<file path="config.mk">
export PLATFORM = sky130hd
export DESIGN_NAME = parallel_to_serial_flat
export DESIGN_NICKNAME = d
export VERILOG_FILES = /design/src/rtl/parallel_to_serial_if.sv /design/src/rtl/parallel_to_serial.sv /design/src/flat_wrapper.sv
export SDC_FILE = /design/constraint.sdc
export NUM_CORES = 1
export LEC_CHECK = 0
export BUFFER_PORTS_ARGS = -buffer_cell sky130_fd_sc_hd__buf_2
export CAP_MARGIN = 15
export CORE_ASPECT_RATIO = 2
export CORE_MARGIN = 3
export CORE_UTILIZATION = 50
export CTS_CLUSTER_DIAMETER = 40
export CTS_CLUSTER_SIZE = 20
export DETAILED_ROUTE_END_ITERATION = 6
export HOLD_SLACK_MARGIN = 0.02
export PLACE_DENSITY = 0.84
export SLEW_MARGIN = 20
export SYNTH_ARGS = -nofsm -noshare
export SYNTH_HDL_FRONTEND = slang
export SYNTH_SLANG_ARGS = --single-unit
</file>
<file path="constraint.sdc">
create_clock -name clk -period 1.7 [get_ports clk]
set_clock_uncertainty 0.05 [all_clocks]
set_input_delay 0.255 -clock clk [delete_from_list [all_inputs] [get_ports clk]]
set_output_delay 0.255 -clock clk [all_outputs]
set_load 0.01 [all_outputs]
</file>
<file path="src/rtl/parallel_to_serial_if.sv">
// Parallel-in / serial-out link bundle: word handshake from the source, serial stream and status from the serializer.
interface parallel_to_serial_if #(
  parameter int WIDTH = 10
);
  logic [WIDTH-1:0] in_data;
  logic             in_valid;
  logic             in_ready;
  logic             serial_out;
  logic             frame_start;
  logic             frame_last;
  logic             busy;

  modport master (
    output in_data, in_valid,
    input  in_ready, serial_out, frame_start, frame_last, busy
  );

  modport slave (
    input  in_data, in_valid,
    output in_ready, serial_out, frame_start, frame_last, busy
  );
endinterface

</file>
<file path="src/rtl/parallel_to_serial.sv">
// Transmit end of the framing-free serial link: one word shifted out per WIDTH clocks,
// with a one-word holding buffer so back-to-back frames leave no idle gap.
module parallel_to_serial #(
  parameter int WIDTH      = 10,
  parameter bit MSB_FIRST  = 1'b1,
  parameter bit IDLE_LEVEL = 1'b0
) (
  input  logic                 clk,
  input  logic                 rst_n,
  parallel_to_serial_if.slave  bus
);
  localparam int            CW       = $clog2(WIDTH);
  localparam logic [0:0]    IDLE     = 1'b0;
  localparam logic [0:0]    SHIFT    = 1'b1;
  localparam logic [CW-1:0] LAST_IDX = CW'(WIDTH - 1);

  logic [0:0]       state_q, state_d;
  logic [WIDTH-1:0] shift_q, shift_d;
  logic [CW-1:0]    bit_cnt_q, bit_cnt_d;
  logic [WIDTH-1:0] hold_q, hold_d;
  logic             hold_valid_q, hold_valid_d;
  logic             serial_q, serial_d;
  logic             start_q, start_d;
  logic             last_q, last_d;

  logic             xfer;
  logic             at_last;
  logic             load;
  logic [WIDTH-1:0] load_word;

  // serial_q already carries the current bit, so shift_q only holds the bits still to go.
  function automatic logic first_bit(input logic [WIDTH-1:0] w);
    return MSB_FIRST ? w[WIDTH-1] : w[0];
  endfunction

  function automatic logic [WIDTH-1:0] drop_bit(input logic [WIDTH-1:0] w);
    return MSB_FIRST ? (w << 1) : (w >> 1);
  endfunction

  assign xfer    = bus.in_valid && !hold_valid_q;
  assign at_last = (state_q == SHIFT) && (bit_cnt_q == LAST_IDX);

  always_comb begin
    state_d      = state_q;
    shift_d      = shift_q;
    bit_cnt_d    = bit_cnt_q;
    hold_d       = hold_q;
    hold_valid_d = hold_valid_q;
    serial_d     = serial_q;
    load         = 1'b0;
    load_word    = '0;

    if (state_q == IDLE) begin
      if (xfer) begin
        load      = 1'b1;
        load_word = bus.in_data;
      end
    end else if (!at_last) begin
      serial_d  = first_bit(shift_q);
      shift_d   = drop_bit(shift_q);
      bit_cnt_d = bit_cnt_q + CW'(1);
      if (xfer) begin
        hold_d       = bus.in_data;
        hold_valid_d = 1'b1;
      end
    end else if (hold_valid_q) begin
      load         = 1'b1;
      load_word    = hold_q;
      hold_valid_d = 1'b0;
    end else if (xfer) begin
      // Bypass: a word arriving in the last-bit cycle goes straight into the shifter.
      load      = 1'b1;
      load_word = bus.in_data;
    end else begin
      state_d   = IDLE;
      serial_d  = IDLE_LEVEL;
      shift_d   = '0;
      bit_cnt_d = '0;
    end

    if (load) begin
      state_d   = SHIFT;
      bit_cnt_d = '0;
      serial_d  = first_bit(load_word);
      shift_d   = drop_bit(load_word);
    end

    start_d = load;
    last_d  = (state_d == SHIFT) && (bit_cnt_d == LAST_IDX);
  end

  always_ff @(posedge clk) begin
    if (!rst_n) begin
      state_q      <= IDLE;
      shift_q      <= '0;
      bit_cnt_q    <= '0;
      hold_q       <= '0;
      hold_valid_q <= 1'b0;
      serial_q     <= IDLE_LEVEL;
      start_q      <= 1'b0;
      last_q       <= 1'b0;
    end else begin
      state_q      <= state_d;
      shift_q      <= shift_d;
      bit_cnt_q    <= bit_cnt_d;
      hold_q       <= hold_d;
      hold_valid_q <= hold_valid_d;
      serial_q     <= serial_d;
      start_q      <= start_d;
      last_q       <= last_d;
    end
  end

  assign bus.in_ready    = !hold_valid_q;
  assign bus.serial_out  = serial_q;
  assign bus.frame_start = start_q;
  assign bus.frame_last  = last_q;
  assign bus.busy        = (state_q == SHIFT) || hold_valid_q;
endmodule

</file>
<file path="src/flat_wrapper.sv">
// flat-port wrapper written by rule: the top's interface ports become plain ports
module parallel_to_serial_flat 
#(
  parameter int WIDTH      = 10,
  parameter bit MSB_FIRST  = 1'b1,
  parameter bit IDLE_LEVEL = 1'b0
)
  (clk, rst_n, bus_in_data, bus_in_valid, bus_in_ready, bus_serial_out, bus_frame_start, bus_frame_last, bus_busy);
  parallel_to_serial_if #(.WIDTH(WIDTH)) bus_i ();
  input  logic clk;
  input  logic rst_n;
  input wire logic [$bits(bus_i.in_data)-1:0] bus_in_data;
  input wire logic [$bits(bus_i.in_valid)-1:0] bus_in_valid;
  output wire logic [$bits(bus_i.in_ready)-1:0] bus_in_ready;
  output wire logic [$bits(bus_i.serial_out)-1:0] bus_serial_out;
  output wire logic [$bits(bus_i.frame_start)-1:0] bus_frame_start;
  output wire logic [$bits(bus_i.frame_last)-1:0] bus_frame_last;
  output wire logic [$bits(bus_i.busy)-1:0] bus_busy;
  assign bus_i.in_data = bus_in_data;
  assign bus_i.in_valid = bus_in_valid;
  assign bus_in_ready = bus_i.in_ready;
  assign bus_serial_out = bus_i.serial_out;
  assign bus_frame_start = bus_i.frame_start;
  assign bus_frame_last = bus_i.frame_last;
  assign bus_busy = bus_i.busy;
  parallel_to_serial #(.WIDTH(WIDTH), .MSB_FIRST(MSB_FIRST), .IDLE_LEVEL(IDLE_LEVEL)) u_core (.clk(clk), .rst_n(rst_n), .bus(bus_i));
endmodule
</file>
# == Word level (Yosys, flattened, before mapping) ==
# Cells that the tools add are included.
# op_classes
n_addsub,1
multipliers,0
div_mod_pow,0
magnitude_cmp,0
eq_ne,6
shifts,0
mux,28
bitwise_logic,2
reduce_logical,12
# ops
cell,count
$mux W10,9
$mux W4,5
$mux W1,14
$reduce_and A3 Y1,3
$eq A4 B4 Y1 const B,2
$ne A3 B3 Y1 const B,2
$add A4 B1 Y4 const B,1
$ne A2 B2 Y1 const B,2
$reduce_bool A2 Y1,2
$logic_and A1 B1 Y1,3
$not A1 Y1,2
$reduce_and A2 Y1,1
$reduce_or A2 Y1,1
$logic_not A1 Y1,1
$logic_or A1 B1 Y1,1
# word_totals
reg_bits,29
latchBits,0
mem_bits_rw,0
rom_bits,0
output_inout_bits,5
elab_cells,58
memories,0

# == Depth between registers and ports, before layout ==
# Gate-level depths: netlist of run 1.
# depth
depth_word,9
depth_mapped,7
mapped_depth_nobuf,6

# == Least setup slack after synthesis of run 1 ==
# No wires, ideal clock.
# synth_timing
path_type,reg-to-reg
from,reg u_core.bit_cnt_q[0]
to,reg u_core.bit_cnt_q[3]
setup_ps,116
arrival_time_ps,1451
required_time_ps,1534
path_slack_ps,83
path_stages_with_launch,6
synth_period_minus_slack_ps,1617
cell_sequence,dfxtp_1 -> ha_1 -> nand3b_2 -> and2_4 -> nor3_4 -> and3b_1
# synth_via
elab_chain_cells,5
word_cells_on_any_way,8
# synth_rtl
item,line_no,rtl
from (decl),parallel_to_serial.sv:19,"logic [CW-1:0] bit_cnt_q, bit_cnt_d;"
from (signal assigned),parallel_to_serial.sv:105,bit_cnt_q <= bit_cnt_d;
"parallel branches: the longest is 4 deep, another holds $add A4 B1 Y4",--,
$mux W4 (*),parallel_to_serial.sv:81,if (load) begin
# Every way passes the cells marked *.
# A chain may end at the register's enable or synchronous reset.

# == Worst setup path in the final report of run 1 ==
# layout_timing
from,reg u_core.bit_cnt_q[0]
to,reg u_core.shift_q[8]
# layout_via
elab_chain_cells,6
word_cells_on_any_way,13
# layout_rtl
item,line_no,rtl
$eq A4 B4 Y1 (*),parallel_to_serial.sv:41,assign at_last = (state_q == SHIFT) && (bit_cnt_q == LAST_IDX);
$logic_and A1 B1 Y1 (*),parallel_to_serial.sv:41,
$mux W1,parallel_to_serial.sv:58,end else if (!at_last) begin
$mux W1,parallel_to_serial.sv:53,if (state_q == IDLE) begin
$ne A3 B3 Y1 (no source line) or $reduce_bool A2 Y1 (tied branches),--,
$reduce_and A3 Y1 (no source line),--,
to (signal assigned),parallel_to_serial.sv:104,shift_q <= shift_d;
to (decl),parallel_to_serial.sv:18,"logic [WIDTH-1:0] shift_q, shift_d;"
# Mark *: on every way between the ends. The rest lies on a longest branch, timed or not. The select of a mux whose other input is x is not followed.

==> run_results.csv, run 1 <==
group,metric,value,unit
route,viasPerCell,6.133,
cts,clock-root-buffer,"clkbuf_8",
route,route.vias.total,1245,
cells_and_area,drive_gt1_frac,0.2273,
yosys,synth_nets,170,
route,wl_per_cell,15.15,um
cts,clkTransAtPathRegs,0.09,ns
yosys,synth-async-reset-ratio,0,
pwr,p_per_area,854.7,nW/um^2
placed_design,routabilityCongestion,0.8241,
cells_and_area,fillers,211,
cts,clock_latency,0.27,ns
yosys,ys.warnings.count,0,
route,first_iter_violations,30,
cells_and_area,syn2layout_area_growth,18.14,%
pwr,p_seq_frac,0.542,
yosys,postSynthAreaPerCell,8.589,sq um
pwr,leakagePower,0.0006294,uW
floorplanning,initial_core_util,0.5456,
global_routing,antenna_found_initial,0,
global_routing,overflow,0,
route,antenna_left,0,
timing,layout_min_cycle_time,1.605,ns
pwr,p_comb_frac,0.156,
yosys,yosysUniqueCellTypes,39,
cts,cts_buffers,3,
pwr,power_frac_clock,0.302,
yosys,netlist_instances,155,
route,firstDrtPassIters,6,
timing,slew_headroom,0.7377,
cts,cts_max_level,1,
cells_and_area,final_nets,192,
cts,cts_tree,"built",
pwr,ir_drop,0.7569,mV
worst_setup_path,required,1.81,ns
cts,clock_path_buffers,2,
floorplanning,die_y,78.97,um
placed_design,port_buffers,17,
cts,cts_setup_buffers,0,
floorplanning,rows,25,
timing,setup_viol,0,
route,drc,0,
worst_setup_path,path_class,"reg -> reg",
worst_setup_path,endpoint_kind,"register",
global_routing,grt_pass1_vias,1203,
worst_setup_path,start_kind,"register",
yosys,synthFlopType,"dfxtp_1",
timing,finalHoldViolCount,0,
pwr,p_sw,347.2,uW
global_routing,grt_first_pass_wirelength,5.126,mm
yosys,yosysTopAreaCell,"dfxtp_1",
route,routed_wl,3.075,mm
worst_setup_path,path_max_fanout,7,
yosys,seq_area_frac_synth,0.4211,
floorplanning,ios,18,
floorplanning,die-area,3355,sq um
floorplanning,core_area,2440,sq um
timing,post-route-period-util,0.9441,
pwr,p_int,997.0,uW
timing,fin_hold_ws,0.1890,ns
timing,fmax,0.6231,GHz
pwr,power,1344,uW
placed_design,place_hpwl,2.326,mm
worst_setup_path,arrival,1.71,ns
cts,cts_sinks,28,
yosys,synth_area,1331,sq um
timing,fin_ws,0.09510,ns
timing,worst_pin_slew,0.3934,ns
hold_path,min_path_type,"in -> reg",
yosys,synth_top_area_frac,0.4211,
floorplanning,fp.dieW,42.49,um
global_routing,grt_max_degree,28,
pwr,switching_share,0.2583,
placed_design,place_ws,-0.01753,ns
global_routing,gr-usage-all-layers,0.1908,
run_status,run_status,"complete, no violations",
yosys,synth_area_leaders,"dfxtp_1 (42%), a21boi_0 (7.9%), nand2_1 (7.9%)",
timing,slew_viol_final,0,
yosys,yosys_register_bits,28,
yosys,synth_edf_count,0,
cells_and_area,n_antenna_cell,0,
timing,rsz0062_at_grt,"false",
job,maxCapViolCount,0,
logic make-up (layout without fill, tap and decap cells):
| logic type | after synthesis | count (layout) | synth area share |
|---|---|---|---|
| and+or+nand+nor | 63 | 63 | 0.2566 |
| AOI/OAI and AO/OA | 51 | 51 | 0.2641 |
| DFF | 28 | 28 | 0.4211 |
| buffers and inverters | 10 | 31 | 0.03195 |
| adders and majority gates | 2 | 2 | 0.01879 |
| muxes | 1 | 1 | 0.007519 |
final cells by class:
cell class / count / area (sq um) / share of cell area
Multi-Input combinational cell: 117 / 765.7 / 0.4869
Sequential cell: 28 / 561.8 / 0.3572
Timing Repair Buffer: 25 / 148.9 / 0.09467
Clock buffer: 4 / 55.05 / 0.03500
Tap cell: 27 / 33.78 / 0.02148
Inverter: 2 / 7.507 / 0.004773
flip-flops by register name (all words and copies together) (netlist names):
register                cells
u_core.shift_q              9
u_core.bus.frame_last       1
u_core.hold_valid_q         1
u_core.state_q              1
u_core.hold_q              10
u_core.bit_cnt_q            4
u_core.bus.frame_start      1
u_core.bus.serial_out       1
power groups by stage:
stage / Combinational [uW] / Clock, uW / Sequential (uW)
3_5_place_dp: 199 / 0 / 741
2_1_floorplan: 138 / 0 / 727
3_3_place_gp: 192 / 0 / 739
6_report: 210 / 406 / 729
5_1_grt: 235 / 427 / 733
4_1_cts: 202 / 411 / 727
placed cells by master, fill, tap and decap left out, types with 2 or more instances in the layout:
cell type and count:
nand2_1 28, dfxtp_1 27, buf_2 17, a21boi_0 14, nand3_1 11, o21ai_0 10
a21oi_1 8, buf_4 7, a311oi_1 6, nor2_1 4, clkbuf_8 4, and2_1 3
inv_1 2, nor2b_1 2, nand2b_1 2, o22ai_1 2, nor3_1 2, o221ai_1 2
layer usage:
layer | wire, um | vias to the layer above | GRT usage
met5 | 0 | - | 0
met4 | 102 | 0 | 0.08100
met3 | 79 | 10 | 0.02494
met2 | 1755 | 27 | 0.3777
met1 | 1138 | 600 | 0.1861
li1 | - | 608 | -
Yosys cell counts, drive strengths merged, types with 2 or more instances:
cell type,count
nor3,3
o221ai,2
o21ai,11
buf,4
a21oi,9
clkbuf,4
nand2b,2
nand4b,2
a311oi,6
nor2b,2
o22ai,2
nor2,5
ha,2
and2,4
dfxtp,28
a21boi,15
nand2,28
inv,2
nand3,11
critical path, cell delays in order, from the launching register on:
cell       delay [ns]
dfxtp_1          0.42
ha_4             0.21
nand3b_4         0.12
and2_4           0.21
a2111oi_1        0.38
nor3_1           0.09
metrics by stage:
stage | TNS (ns) | utilization | cell area, sq um | std cells
5_1_grt | 0 | 0.6446 | 1573 | 203
2_1_floorplan | 0 | - | 1331 | 155
3_3_place_gp | 0 | 0.6046 | 1475 | 199
3_5_place_dp | -0.03019 | 0.6046 | 1475 | 199
4_1_cts | 0 | 0.6313 | 1540 | 203
6_report | 0 | 0.6446 | 1573 | 203
final timing paths:
kind                                           from  slack [ns]  cells past startpoint                     to
worst max register to register  u_core.bit_cnt_q[0]         0.1                      5      u_core.shift_q[8]
worst min register to register     u_core.hold_q[7]        0.42                      2       u_core.hold_q[7]
worst max-delay path            u_core.bit_cnt_q[0]         0.1                      5      u_core.shift_q[8]
worst min-delay path                 bus_in_data[9]        0.19                      3  u_core.bus.serial_out
repair_timing:
action / CTS / global route
setup endpoints to repair: 2 / 18
endpoints found under the hold margin: 0 / 0
hold buffers: 0 / 0
pin swaps: 0 / 2
resized for setup: 2 / 7
No activity file was read; power rests on OpenSTA's default activity.
==> inputs of run 2 (changes only) <==
--- a/config.mk
+++ b/config.mk
@@ -5,11 +5,12 @@
 export SDC_FILE = /design/constraint.sdc
 export NUM_CORES = 1
 export LEC_CHECK = 0
+export ABC_AREA = 1
 export BUFFER_PORTS_ARGS = -buffer_cell sky130_fd_sc_hd__buf_2
 export CAP_MARGIN = 15
 export CORE_ASPECT_RATIO = 2
 export CORE_MARGIN = 3
-export CORE_UTILIZATION = 50
+export CORE_UTILIZATION = 51
 export CTS_CLUSTER_DIAMETER = 40
 export CTS_CLUSTER_SIZE = 20
 export DETAILED_ROUTE_END_ITERATION = 6
==> run 2 against run 1 <==
Net effect:
- non-clock buffer count shrank 1
- maximum frequency grew 3.7%
- area after synthesis grew 12%
- count of clock-buffer cells in the layout is the same
- via count grew 15%
- clock power grew 3%
- critical path depth grew 3
- sequential power shrank 1%
- sequential share of layout area shrank 2.1 points
- largest cell class unchanged
==> run_results.csv, run 2 <==
group,metric,value,unit
cells_and_area,fin_util,0.6025,
route,dr_wl_met3,147,um
pwr,p_per_area,824.7,nW/um^2
placed_design,dpl.cell_count,267,
cells_and_area,syn2layout_area_growth,12.10,%
yosys,netlist_instances,224,
job,maxCapViolCount,0,
route,route.vias.total,1433,
yosys,ys.warnings.count,0,
pwr,leakagePower,0.0008296,uW
floorplanning,ios,18,
cells_and_area,layout_commonest_cell,"nand2_1",
cells_and_area,regArea,561.8,sq um
timing,slew_headroom,0.7695,
cts,cts_max_level,1,
floorplanning,die-area,3643,sq um
floorplanning,rows,27,
placed_design,place_ws,0.01750,ns
worst_setup_path,start_kind,"register",
global_routing,antenna_found_initial,0,
timing,slew_viol_final,0,
timing,finalHoldViolCount,0,
yosys,synth_area_leaders,"dfxtp_1 (38%), nand2_1 (19%), nand3_1 (8.7%)",
cts,cts_hold_buf,0,
route,first_iter_violations,14,
yosys,postSynthAreaPerCell,6.647,sq um
cells_and_area,fillers,262,
worst_setup_path,crit_path_start,"u_core.hold_valid_q",
route,drt-met1-wl,1.273,mm
yosys,seq_area_frac_synth,0.3765,
route,antenna_left,0,
timing,fin_setup_tns,0,ns
cts,cts_tree,"built",
yosys,yosysTopAreaCell,"dfxtp_1",
cells_and_area,layout_common_cells,"nand2_1 (73), dfxtp_1 (27), nand3_1 (26), a21oi_1 (19), nor2_1 (19)",
route,drc,0,
global_routing,grt_pass1_vias,1313,
cells_and_area,regMostFlops,"u_core.hold_q",
route,dr_wl_met2,1.782,mm
timing,fmax,0.6459,GHz
timing,post-route-period-util,0.9107,
worst_setup_path,path_max_fanout,22,
placed_design,port_buffers,17,
worst_setup_path,critPathMaxStageDelay,0.42,ns
yosys,yosys_register_bits,28,
run_status,run_status,"complete, no violations",
cells_and_area,largest_register_ffs,10,
floorplanning,initial_core_util,0.5375,
floorplanning,core_area,2770,sq um
global_routing,overflow,0,
timing,fin_ws,0.1519,ns
route,wl_per_cell,11.99,um
timing,layout_min_cycle_time,1.548,ns
floorplanning,die_y,82.41,um
cells_and_area,drive_gt1_frac,0.1844,
yosys,yosysUniqueCellTypes,23,
timing,worst_pin_slew,0.3453,ns
placed_design,placed_area,1589,sq um
worst_setup_path,crit_family,"simple AND/OR/NAND/NOR gates",
cts,cts_sinks,28,
yosys,synthFlopType,"dfxtp_1",
cells_and_area,stdcell_area,1669,sq um
worst_setup_path,slowest_stage,"dfxtp_1",
global_routing,grt_max_degree,23,
hold_path,min_path_type,"in -> reg",
worst_setup_path,path_class,"reg -> reg",
route,highest_layer,"met4",
cts,clock_path_buffers,2,
yosys,synth-async-reset-ratio,0,
yosys,synth_area,1489,sq um
cells_and_area,multi_input_area,795.8,sq um
worst_setup_path,endpoint_kind,"register",
yosys,yosysMostFrequentCell,"nand2_1",
route,routed_wl,3.274,mm
worst_setup_path,r2r-start,"u_core.hold_valid_q",
worst_setup_path,worst-path-buf-inv,1,
yosys,synth_nets,239,
hold_path,min_from,"bus_in_data[9]",
worst_setup_path,arrival,1.72,ns
placed_design,place_hpwl,2.496,mm
global_routing,gr-usage-all-layers,0.1995,
pwr,ir_drop,0.7182,mV
cells_and_area,final_nets,260,
worst_setup_path,path_cells,"nor2_4 > buf_4 > nand2_1 > nand2_1 > nor2_1 > nor2_1 > nand2_1 > nor2_1",
cts,cts_buffers,3,
cts,clock_latency,0.28,ns
yosys,synth_edf_count,0,
placed_design,routabilityCongestion,0.8393,
cells_and_area,final_cells,273,
yosys,synth_top_area_frac,0.3765,
route,viasPerCell,5.249,
timing,setup_viol,0,
cells_and_area,n_antenna_cell,0,
timing,rsz0062_at_grt,"false",
cells_and_area,top_regs,"u_core.hold_q: 10 flops, u_core.shift_q: 9 flops, u_core.bit_cnt_q: 4 flops",
worst_setup_path,required,1.87,ns
floorplanning,fp.dieW,44.21,um
yosys,synthTopCellsByCount,"nand2_1 (74), dfxtp_1 (28), nand3_1 (26), a21oi_1 (20), nor2_1 (19)",
cts,clock-root-buffer,"clkbuf_8",
cts,clkTransAtPathRegs,0.10,ns
global_routing,grt_first_pass_wirelength,5.575,mm
route,firstDrtPassIters,4,
## run 2: cell types whose count changed after synthesis, moves of 4 or more
cell / change
a21oi_1: +12
nand2_1: +46
inv_1: +15
nand3_1: +15
inv_2: +4
a311oi_1: -6
a21boi_0: -14
nor2_1: +15
nand4_1: +4
## run 2: per-stage QoR
| stage | hold slack [ns] | total power (uW) |
|---|---|---|
| global placement | 0.3997 | 965.0 |
| detailed placement | 0.4039 | 968.6 |
| CTS | 0.1979 | 1372 |
| finish | 0.1963 | 1377 |
| floorplan | 0.3694 | 907.2 |
| global route | 0.2048 | 1443 |
## run 2: cell families (layout without fill, tap and decap cells)
group	count (synthesis)	in the layout	share of synthesized area
AO/OA/AOI/OAI	30	30	0.1067
buffers and inverters	30	50	0.09495
AND/OR/NAND/NOR	134	134	0.4050
adder cells (fa/ha/maj)	2	2	0.01680
flip-flops	28	28	0.3765
## run 2: final timing paths
| kind | slack, ns | cells past startpoint | to |
|---|---|---|---|
| worst max-delay path | 0.15 | 8 | u_core.bus.frame_last |
| worst min-delay path | 0.20 | 3 | u_core.hold_q[9] |
| worst max register to register | 0.15 | 8 | u_core.bus.frame_last |
| worst min register to register | 0.42 | 2 | u_core.hold_q[2] |
## run 2: worst min-delay path: stages
cell and delay [ns]:
buf_2 0.10, nand3_1 0.07, a21oi_1 0.06
## run 2: report_power, final
group          leakage (uW)  switching, uW  total (uW)  internal (uW)
clock             0.0000288            210         418            208
combinational      0.000571            151         238           87.1
sequential         0.000230           26.6         721            694
## run 2: routing by layer
layer	up-vias	global-route usage
met4	0	0.06344
li1	758	-
met1	635	0.2201
met5	-	0
met2	34	0.3816
met3	6	0.01952
## run 2: layout make-up
type | count | area share
clock buffer | 4 | 0.03298
inverter | 22 | 0.04948
multi-input combinational | 166 | 0.4768
sequential | 28 | 0.3366
tap | 29 | 0.02174
timing repair buffer | 24 | 0.08246
## run 2: what timing repair did
action | 4_1_cts | 5_1_grt
gates resized for setup | 1 | 4
endpoints found under the setup margin | 1 | 8
pin swaps | 0 | 1
setup buffers | 0 | 2
==> inputs of run 3 (changes only) <==
--- a/config.mk
+++ b/config.mk
@@ -8,9 +8,11 @@
 export ABC_AREA = 1
 export BUFFER_PORTS_ARGS = -buffer_cell sky130_fd_sc_hd__buf_2
 export CAP_MARGIN = 15
+export CELL_PAD_IN_SITES_DETAIL_PLACEMENT = 0
+export CELL_PAD_IN_SITES_GLOBAL_PLACEMENT = 1
 export CORE_ASPECT_RATIO = 2
 export CORE_MARGIN = 3
-export CORE_UTILIZATION = 51
+export CORE_UTILIZATION = 36
 export CTS_CLUSTER_DIAMETER = 40
 export CTS_CLUSTER_SIZE = 20
 export DETAILED_ROUTE_END_ITERATION = 6
==> run 3 against run 2 <==
Net effect:
- core utilization down 16 points
- register-to-register slack worse by 0.03 ns
- design area grew 3.2%
- die area is 37% higher
- sequential cell count unchanged
- critical path type unchanged
==> run_results.csv, run 3 (synthesis gave the netlist of run 2 again) <==
group,metric,value,unit
run_status,run_status,"complete, no violations",
floorplanning,rows,32,
route,route.vias.total,1443,
global_routing,grt_first_pass_wirelength,6.237,mm
cts,cts_max_level,1,
timing,layout_min_cycle_time,1.573,ns
worst_setup_path,critPathCapture,"u_core.bus.frame_last",
pwr,leakagePower,0.0008550,uW
worst_setup_path,path_max_fanout,9,
pwr,switching_share,0.2867,
cts,clock-root-buffer,"clkbuf_8",
timing,rsz0062_at_grt,"false",
cts,cts_buffers,3,
cells_and_area,syn2layout_area_growth,15.71,%
timing,fin_setup_tns,0,ns
placed_design,routabilityCongestion,0.8227,
cells_and_area,regArea,561.8,sq um
route,first_iter_violations,38,
pwr,power_frac_clock,0.301,
worst_setup_path,path_class,"reg -> reg",
floorplanning,die_y,96.95,um
worst_setup_path,r2r.worst_path.cells,11,
placed_design,place_hpwl,2.825,mm
hold_path,min_from,"bus_in_data[3]",
pwr,p_comb_frac,0.185,
global_routing,antenna_found_initial,0,
timing,finalHoldViolCount,0,
hold_path,min_path_type,"in -> reg",
worst_setup_path,ff2ff_setup_slack,0.13,ns
cells_and_area,n_antenna_cell,0,
timing,slew_headroom,0.7654,
pwr,p_per_area,812.8,nW/um^2
pwr,ir_drop,0.3909,mV
cells_and_area,fillers,458,
timing,post-route-period-util,0.9254,
worst_setup_path,required,1.87,ns
placed_design,port_buffers,17,
cells_and_area,layout_common_cells,"nand2_1 (73), dfxtp_1 (27), nand3_1 (26), a21oi_1 (20), nor2_1 (19)",
floorplanning,fp.dieW,51.48,um
timing,fin_hold_ws,0.1880,ns
timing,slew_viol_final,0,
cells_and_area,layout_commonest_cell,"nand2_1",
worst_setup_path,r2r-end,"u_core.bus.frame_last",
worst_setup_path,crit_path_start,"u_core.bit_cnt_q[1]",
timing,setup_viol,0,
timing,worst_pin_slew,0.3505,ns
cells_and_area,largest_register_ffs,10,
floorplanning,initial_core_util,0.3795,
pwr,p_int,998.9,uW
global_routing,grt_max_degree,22,
floorplanning,core_area,3924,sq um
cts,cts_sinks,28,
cells_and_area,multi_input_area,794.5,sq um
route,antenna_left,0,
cts,cts_tree,"built",
cells_and_area,drive_gt1_frac,0.1789,
cts,clkTransAtPathRegs,0.10,ns
route,routed_wl,3.775,mm
worst_setup_path,start_kind,"register",
pwr,p_seq_frac,0.513,
worst_setup_path,arrival,1.75,ns
route,firstDrtPassIters,4,
floorplanning,die-area,4991,sq um
pwr,p_sw,401.5,uW
cts,clock_path_buffers,2,
global_routing,gr-usage-all-layers,0.1608,
cells_and_area,regMostFlops,"u_core.hold_q",
route,drc,0,
job,maxCapViolCount,0,
timing,fmax,0.6356,GHz
route,viasPerCell,4.859,
floorplanning,ios,18,
global_routing,overflow,0,
worst_setup_path,endpoint_kind,"register",
cells_and_area,top_regs,"u_core.hold_q: 10 flops, u_core.shift_q: 9 flops, u_core.bit_cnt_q: 4 flops",
cts,clock_latency,0.28,ns
worst_setup_path,r2r-start,"u_core.bit_cnt_q[1]",
cells_and_area,final_nets,262,
route,wl_per_cell,12.71,um
global_routing,grt_pass1_vias,1402,
[run 3: cell types whose count changed in the layout (fill, tap and decap cells not counted)]
cell	previous run	this run
nand2_2	2	1
nand2_4	1	2
inv_2	5	4
a21oi_2	1	0
buf_4	7	8
a21oi_1	19	20
ha_1	1	2
ha_2	1	0
inv_1	16	17
buf_12	0	1
[run 3: layer usage]
layer / vias up / part of all wire / track usage
met1: 652 / 0.41 / 0.1774
li1: 761 / - / -
met3: 2 / 0.021 / 0.01541
met4: 0 / 0.0098 / 0.07071
met5: - / 0 / 0
met2: 28 / 0.55 / 0.2937
[run 3: worst max-delay path: stages (launching register included)]
cell and delay, ns:
dfxtp_2 0.36, inv_1 0.05, ha_1 0.21, nand2_1 0.10, inv_1 0.09, nand2_4 0.13
inv_1 0.11, nand2_1 0.07, nand2_1 0.07, nor2_1 0.14, nand2_1 0.07, nor2_1 0.08
[run 3: worst min path at each step]
stage                            end  cells after the start
detailed placement  u_core.hold_q[3]                      2
floorplan           u_core.hold_q[0]                      2
finish              u_core.hold_q[3]                      3
global route        u_core.hold_q[7]                      3
global placement    u_core.hold_q[7]                      2
CTS                 u_core.hold_q[7]                      3
[run 3: area by class of cell]
type                       instances  area share
clock buffer                       4     0.03195
inverter                          22     0.04793
multi-input combinational        166      0.4611
sequential                        28      0.3261
tap                               51     0.03704
timing repair buffer              26     0.09586
[run 3: through the flow]
| step | utilization | worst slack, ns | total power [uW] | std cells | area (sq um) |
|---|---|---|---|---|---|
| 4_1_cts | 0.4330 | 0.04686 | 1407 | 295 | 1699 |
| 5_1_grt | 0.4391 | 0.005752 | 1471 | 297 | 1723 |
| 3_3_place_gp | 0.4190 | 0.1401 | 985.5 | 291 | 1644 |
| 3_5_place_dp | 0.4190 | 0.07116 | 985.2 | 291 | 1644 |
| 6_report | 0.4391 | 0.1267 | 1400 | 297 | 1723 |
| 2_1_floorplan | - | 0.2664 | 907.2 | 224 | 1489 |
[run 3: timing repair]
action                     4_1_cts  5_1_grt
resized for setup                0        3
hold buffers                     0        0
setup endpoints to repair        0       14
buffers inserted                 0        2
[run 3: power groups by stage]
stage	combinational, uW	clock [uW]	sequential (uW)
floorplan	180	0	727
global placement	252	0	734
global route	292	455	725
finish	259	422	719
detailed placement	251	0	734
CTS	252	436	719
